$ cat src/rtl/clock_lock_seq.sv
// clock_lock_seq
// Brings an iCE40 PLL out of power-up: holds RESETB low, waits for and
// qualifies LOCK, then releases the downstream reset. It also supervises
// loss of lock, retries a bounded number of times and latches a fault.
//
// Build option: CLOCK_LOCK_SEQ_AUTORETRY_EN
//   defined     - lock loss in RUN counts as a failed attempt and re-sequences
//   not defined - lock loss in RUN goes straight to FAULT, retries unchanged
//
// Ports:
//   clk_12m     in   board clock, all logic on its rising edge
//   rst_n       in   asynchronous active-low reset
//   restart     in   single-cycle request to restart from any state
//   pll_locked  in   raw PLL LOCK, asynchronous to clk_12m
//   pll_resetb  out  PLL RESETB (low holds the PLL in reset)
//   clk_ready   out  high only in RUN
//   dn_rst      out  downstream reset, active-high, low only in RUN
//   fault       out  high only in FAULT
//   retries     out  failed attempts since reset/restart, saturating
//
// state     | meaning
// ----------+---------------------------------------------------------
// RST_PLL   | RESETB held low for RST_CYCLES cycles
// WAIT_LOCK | RESETB released, waiting up to LOCK_TIMEOUT for lock
// STABILIZE | lock seen, needs STABLE_CYCLES consecutive lock cycles
// RUN       | clock usable, downstream reset released
// FAULT     | retries exhausted (or lock lost), left only by reset/restart

`timescale 1ns/1ps

module clock_lock_seq #(
    parameter int RST_CYCLES    = 16,
    parameter int LOCK_TIMEOUT  = 4096,
    parameter int STABLE_CYCLES = 256,
    parameter int MAX_RETRIES   = 3
) (
    input  logic       clk_12m,
    input  logic       rst_n,
    input  logic       restart,
    input  logic       pll_locked,
    output logic       pll_resetb,
    output logic       clk_ready,
    output logic       dn_rst,
    output logic       fault,
    output logic [3:0] retries
);

    localparam int MAX_AB = (RST_CYCLES > LOCK_TIMEOUT) ? RST_CYCLES : LOCK_TIMEOUT;
    localparam int MAX_T  = (MAX_AB > STABLE_CYCLES) ? MAX_AB : STABLE_CYCLES;
    localparam int CNT_W  = $clog2(MAX_T) + 1;

    localparam logic [CNT_W-1:0] CNT_ONE  = CNT_W'(1);
    localparam logic [CNT_W-1:0] RST_LAST = CNT_W'(RST_CYCLES - 1);
    localparam logic [CNT_W-1:0] TO_LAST  = CNT_W'(LOCK_TIMEOUT - 1);
    localparam logic [CNT_W-1:0] STB_LAST = CNT_W'(STABLE_CYCLES - 1);
    localparam logic [3:0]       RTY_MAX  = 4'(MAX_RETRIES);

    typedef enum logic [2:0] {
        S_RST_PLL,
        S_WAIT_LOCK,
        S_STABILIZE,
        S_RUN,
        S_FAULT
    } state_e;

    state_e           state_q, state_d;
    logic [CNT_W-1:0] cnt_q, cnt_d;
    logic [3:0]       retries_q, retries_d;
    logic [3:0]       retries_inc;
    logic             sync1_q, sync2_q;
    logic             lock_s;
    logic             fail;
    logic             pll_resetb_q, clk_ready_q, dn_rst_q, fault_q;

    assign lock_s      = sync2_q;
    assign retries_inc = (retries_q == RTY_MAX) ? retries_q : retries_q + 4'd1;

    always_ff @(posedge clk_12m or negedge rst_n) begin
        if (!rst_n) begin
            sync1_q <= 1'b0;
            sync2_q <= 1'b0;
        end else begin
            sync1_q <= pll_locked;
            sync2_q <= sync1_q;
        end
    end

    always_comb begin
        state_d   = state_q;
        cnt_d     = cnt_q;
        retries_d = retries_q;
        fail      = 1'b0;

        case (state_q)
            S_RST_PLL: begin
                if (cnt_q == RST_LAST) begin
                    state_d = S_WAIT_LOCK;
                    cnt_d   = '0;
                end else begin
                    cnt_d = cnt_q + CNT_ONE;
                end
            end
            S_WAIT_LOCK: begin
                // lock takes priority over a coincident timeout
                if (lock_s) begin
                    state_d = S_STABILIZE;
                    cnt_d   = '0;
                end else if (cnt_q == TO_LAST) begin
                    fail = 1'b1;
                end else begin
                    cnt_d = cnt_q + CNT_ONE;
                end
            end
            S_STABILIZE: begin
                if (!lock_s) begin
                    state_d = S_WAIT_LOCK;
                    cnt_d   = '0;
                end else if (cnt_q == STB_LAST) begin
                    state_d = S_RUN;
                    cnt_d   = '0;
                end else begin
                    cnt_d = cnt_q + CNT_ONE;
                end
            end
            S_RUN: begin
                if (!lock_s) begin
`ifdef CLOCK_LOCK_SEQ_AUTORETRY_EN
                    fail = 1'b1;
`else
                    state_d = S_FAULT;
                    cnt_d   = '0;
`endif
                end
            end
            S_FAULT: begin
                state_d = S_FAULT;
            end
            default: begin
                state_d = S_RST_PLL;
                cnt_d   = '0;
            end
        endcase

        if (fail) begin
            retries_d = retries_inc;
            cnt_d     = '0;
            state_d   = (retries_inc == RTY_MAX) ? S_FAULT : S_RST_PLL;
        end

        if (restart) begin
            state_d   = S_RST_PLL;
            cnt_d     = '0;
            retries_d = '0;
        end
    end

    // Outputs are decoded from the next state so they move with the state.
    always_ff @(posedge clk_12m or negedge rst_n) begin
        if (!rst_n) begin
            state_q      <= S_RST_PLL;
            cnt_q        <= '0;
            retries_q    <= '0;
            pll_resetb_q <= 1'b0;
            clk_ready_q  <= 1'b0;
            dn_rst_q     <= 1'b1;
            fault_q      <= 1'b0;
        end else begin
            state_q      <= state_d;
            cnt_q        <= cnt_d;
            retries_q    <= retries_d;
            pll_resetb_q <= (state_d != S_RST_PLL) && (state_d != S_FAULT);
            clk_ready_q  <= (state_d == S_RUN);
            dn_rst_q     <= (state_d != S_RUN);
            fault_q      <= (state_d == S_FAULT);
        end
    end

    assign pll_resetb = pll_resetb_q;
    assign clk_ready  = clk_ready_q;
    assign dn_rst     = dn_rst_q;
    assign fault      = fault_q;
    assign retries    = retries_q;

endmodule
$ cat config.mk
export PLATFORM = sky130hd
export DESIGN_NAME = clock_lock_seq
export DESIGN_NICKNAME = d
export VERILOG_FILES = /design/src/rtl/clock_lock_seq.sv
export SDC_FILE = /design/constraint.sdc
export NUM_CORES = 1
export LEC_CHECK = 0
export ABC_AREA = 1
export BUFFER_PORTS_ARGS = -buffer_cell sky130_fd_sc_hd__buf_4
export CORE_MARGIN = 5
export CORE_UTILIZATION = 50
export DETAILED_ROUTE_END_ITERATION = 10
export PLACE_DENSITY = 0.7
export SYNTH_ARGS = -nofsm -noshare
export SYNTH_HDL_FRONTEND = slang
export SYNTH_SLANG_ARGS = --single-unit
export TNS_END_PERCENT = 100
$ cat constraint.sdc
create_clock -name clk_12m -period 3.3 [get_ports clk_12m]
set_clock_uncertainty 0.15 [all_clocks]
set_input_delay 0.495 -clock clk_12m [delete_from_list [all_inputs] [get_ports clk_12m]]
set_output_delay 0.495 -clock clk_12m [all_outputs]
set_load 0.005 [all_outputs]
Yosys cells after proc, flatten, opt, wreduce, memory -nomap -nowiden:

Index checks and enable logic that the tools add are counted.

* input port bits: 4
* word-level logic and storage cells: 56
* register bits: 26

* $add $sub $neg: 2
* mux-type cells: 24
* eq/ne operators: 16
* reduce and logical (&&, ||, !) cells: 5

Operator list (count)
* $mux 13: 8
* $pmux 13 s5: 1
* $mux 3: 8
* $pmux 3 s5: 1
* $add 13x1->13 const B: 1
* $eq 13x12->1 const B: 1
* $eq 13x4->1 const B: 1
* $eq 13x8->1 const B: 1
* $mux 4: 3
* $eq 3x2->1 const B: 3
* $eq 4x2->1 const B: 2
* $eq 3x3->1 const B: 2
* $ne 3x3->1 const B: 2
* $ne 5x5->1 const B: 1
* $add 4x1->4 const B: 1
* $ne 4x4->1 const B: 1
* $eq 3x1->1 const B: 1
* $logic_not 3->1: 1
* $mux 1: 3
* $ne 3x2->1 const B: 1
* $reduce_and 3->1: 1
* $reduce_bool 3->1: 1
* $reduce_bool 2->1: 1
* $logic_and 1x1->1: 1

Depth between registers and ports, before layout:

* word-level depth: 8
* depth in mapped cells: 12
* depth with buffers taken out: 12

Worst setup path after synthesis:

Ideal clock, no wire load.

* path kind: reg2reg
* from: register cnt_q[0]
* to: register cnt_q[5]
* path slack: 1.670 ns
* period minus slack after synthesis: 1.630 ns
* data arrival time: 1.417 ns
* buffers on the path: 0
* required time: 3.087 ns
* library setup time: 0.063 ns
* cell stages (with the launch flop): 12
* cells stage by stage: dfrtp_1 > ha_1 > inv_1 > nor2_1 > nand2_2 > nor2_4 > nand2_4 > nand2_4 > nor2_4 > nand2_4 > nand2_4 > and2_4

* cells in the longest elaborated chain, start to end: 6
* elaborated cells between the ends (all ways): 19
* those cells by class: add/sub: 1; eq/ne: 6; mux: 11; reduce/logical: 1

RTL lines
* start: declaration: RTL line 67 `logic [CNT_W-1:0] cnt_q, cnt_d;`
* start signal: assignment: RTL line 169 `cnt_q <= cnt_d;`
* $add 13x1->13, or another cell as far along: RTL line 100, 111, 122
* $mux 13, or another cell as far along: RTL line 118 `end else if (cnt_q == STB_LAST) begin`
* $mux 13, or another cell as far along: RTL line 115 `if (!lock_s) begin`
* $pmux 13 s5 / $mux 1 (equally long branches): RTL line 94 `case (state_q)`
* $mux 13, or another cell as far along: RTL line 144 `if (fail) begin`
* $mux 13 / $reduce_and 3->1 (equally long branches)

Parallel ways exist; a longest one is shown, timed or not. The select of a mux whose other input is x is not followed.
A chain may end at the register's enable or synchronous reset.

Worst setup path after layout:

* from: register state_q[2]
* to: register cnt_q[6]

* cells in the longest elaborated chain, start to end: 4
* elaborated cells between the ends (all ways): 13
* those cells by class: eq/ne: 7; mux: 4; reduce/logical: 2

RTL lines
* start: declaration: RTL line 66 `state_e state_q, state_d;`
* start signal: assignment: RTL line 168 `state_q <= state_d;`
* $eq 3x1->1, or another cell as far along: RTL line 94
* $mux 1 / $pmux 13 s5 (equally long branches): RTL line 94
* $ne 5x5->1 (no line), or another cell as far along
* $reduce_and 3->1 (no line) / $mux 13 (equally long branches)

Parallel ways exist; a longest one is shown, timed or not.

==> reports/metrics.yaml <==
power_and_ir_drop:
  powerDensity_nw_per_um2: 309
  ir_worst_vdd_mv: 0.199
  leakagePower_nw: 0.826
  power.total_w: 0.000512
clock_network:
  ctsResizeCount: 0
  cts_max_level: 1
  clk_pin_slew_ps: 140
  clk_latency_ps: 310
  cts_buffers: 3
  root_buffer: "clkbuf_4"
  post_cts_buffers: 0
  cts_tree: "built"
  clock-sinks: 26
  clock_path_buffers: 2
critical_path:
  cpLargestDelayFamily: "compound AO/OA/AOI/OAI gates"
  crit_buf_inv: 1
  startpoint_type: "flip-flop"
  arrival_ps: 2000
  crit_path_top_delay_cell: "dfrtp_1"
  worstSetupEndpointType: "flip-flop"
  max_stage_delay_ps: 440
  path_cells: "nor2_4, nand3_1, a21oi_2, inv_2, a21o_1, a21boi_0"
  r2r_cells: 6
  crit_fanout: 11
  rrSetupSlack_ps: 1350
  critPathKind: "reg2reg"
  r2r-end: "cnt_q[6]"
  worst-path-stages: 6
  worstPathRequired_ps: 3360
  r2r_start: "state_q[2]"
grt:
  grt_max_degree: 27
  grt_pass1_wl_um: 4990
  grt_pass1_vias: 1106
  antenna_found_initial: 0
  grt_usage_pct: 15.2
  grt-ovfl-total: 0
synthesis:
  synthTopCellsByArea: "dfrtp_1 42%, nand2_1 8.0%, nor2_1 6.5%, nand3_1 6.4%, inv_1 5.5%"
  synth_top_area_share_pct: 41.8
  synthSimpleGateAreaFrac_pct: 34.3
  synthXorXnorAreaFrac_pct: 2.34
  synth.distinct_cells: 30
  synth_nets: 192
  synthMuxAreaShare_pct: 0
  yosys_register_bits: 26
  synth_top_cell_by_area: "dfrtp_1"
  synthCells: 186
  ys_seq_area_share_pct: 43.6
  yosys_warnings: 0
  synth_edf_count: 0
  synthFlopType: "dfrtp_1"
  synth.avg_cell_area_um2: 8.05
  synth_fa_ha_area_share_pct: 1.67
  syn_area_um2: 1500
  synth-compound-area-share_pct: 11.1
  ys_async_sr_fraction_pct: 100
  synth_top_family_by_area: "simple AND/OR/NAND/NOR gates"
timing:
  fin_crit_ps: 1950
  worstMarginPinSlew_ps: 495
  hold_viol: 0
  fmax_mhz: 514
  final-setup-viol-count: 0
  fin_tns_setup_ps: 0
  drv_slew: 0
  rsz0062_at_grt: "false"
  fin_crit_sh_pct: 59.0
  max-slew-margin-rel_pct: 67.0
placed_design:
  place.gp.congestion: 0.853
  place_area_um2: 1610
  hpwl_um: 2240
  io_buffers: 11
cells_and_area:
  n_fill_cell: 255
  layout.nets: 208
  ff_latch_area_um2: 652
  diodes: 0
  final_cell_mix: "32 x nand2_1, 26 x nor2_1, 25 x dfrtp_1"
  area_delta_synth_final_pct: 10.7
  final_area_um2: 1660
  layout_commonest_cell: "nand2_1"
  drive_above_1_share_pct: 19.9
  multi_input_area_um2: 739
hold_path:
  min_from: "pll_locked"
  min_to: "sync1_q"
  holdCritPathClass: "in2reg"
  holdPathStages: 1
floorplan:
  die_w_um: 64.7
  die_y_um: 64.7
  start_util_pct: 53.3
  ios: 12
  dieArea_um2: 4190
  core_um2: 2810
  num_rows: 19
detailed_routing:
  finalWirelength_um: 2840
  dr.pass1.iters: 4
  ant_nets: 0
  drt_iter0_markers: 81
  vias: 1234
  viasPerCell: 5.32
  routedWlPerCell_um: 12.3
  drc_errors: 0
job:
  cap_violations: 0
outcome:
  status: "finished, final reports clean"
[routing by layer]
layer | up-vias | track usage, % | wire (um)
li1 | 632 | - | -
met1 | 579 | 22.8 | 1410
met2 | 21 | 22.5 | 1280
met3 | 2 | 2.07 | 132
met4 | 0 | 5.01 | 25
met5 | - | 0 | 0
[Yosys cell counts, types with 3 or more instances]
master and number:
a21boi_0 3, a21oi_1 4, a31oi_1 3, dfrtp_1 25
inv_1 22, inv_2 4, nand2_1 32, nand2_2 5
nand2_4 4, nand3_1 19, nor2_1 26, nor2_4 4
o21ai_0 8, o22ai_1 4, xor2_1 4
[area by class of cell]
type	count	share of cell area [%]
clock buffer	4	2.19
inverter	26	5.89
multi-input combinational	133	44.6
sequential	26	39.4
tap	31	2.34
timing repair buffer	12	5.59
[sequential cells by signal (all words and copies together), names as in the netlist]
register,flops
cnt_q,13
retries,4
state_q,3
clk_ready,1
dn_rst,1
fault,1
lock_s,1
pll_resetb,1
sync1_q,1
[power breakdown]
group | switching [W] | leakage, nW | internal (W)
clock network | 0.0000906 | 0.0210 | 0.0000673
registers | 0.00000365 | 0.353 | 0.000323
logic | 0.0000182 | 0.452 | 0.00000894
total | 0.000112 | 0.826 | 0.000399
[repair_timing]
action / 4_1_cts / 5_1_grt
endpoints found under the hold margin: 25 / 0
hold buffers: 1 / 0
setup endpoints to repair: 0 / 0
[per-stage QoR]
step	worst slack, ps	util, %	hold slack, ps	instances
2_1_floorplan	1670	-	49.4	186
3_3_place_gp	1440	57.4	193	227
3_5_place_dp	1390	57.4	194	227
4_1_cts	1360	59.1	119	232
5_1_grt	1210	59.1	102	232
6_report	1350	59.1	130	232
[how the worst max path moves through the flow]
stage / from / to / slack (ps)
after floorplan: cnt_q[0] / cnt_q[5] / 1670
final: state_q[2] / cnt_q[6] / 1350
after global routing: state_q[2] / cnt_q[6] / 1210
after detailed placement: state_q[2] / cnt_q[6] / 1390
after global placement: state_q[2] / cnt_q[6] / 1440
after CTS: state_q[2] / cnt_q[6] / 1360
[worst reg2reg max path: cells and delay by family (launching register included)]
family	cells	cell delay [ps]
compound gates	3	750
flops	1	440
simple gates	2	300
buf+inv	1	200
[cells by family after synthesis]
kind of cell	after synthesis
simple gates	100
compound gates	27
buf+inv	27
flops	26
xor+xnor	4
fa+ha+maj	2
No activity file was read; power rests on OpenSTA's default activity.
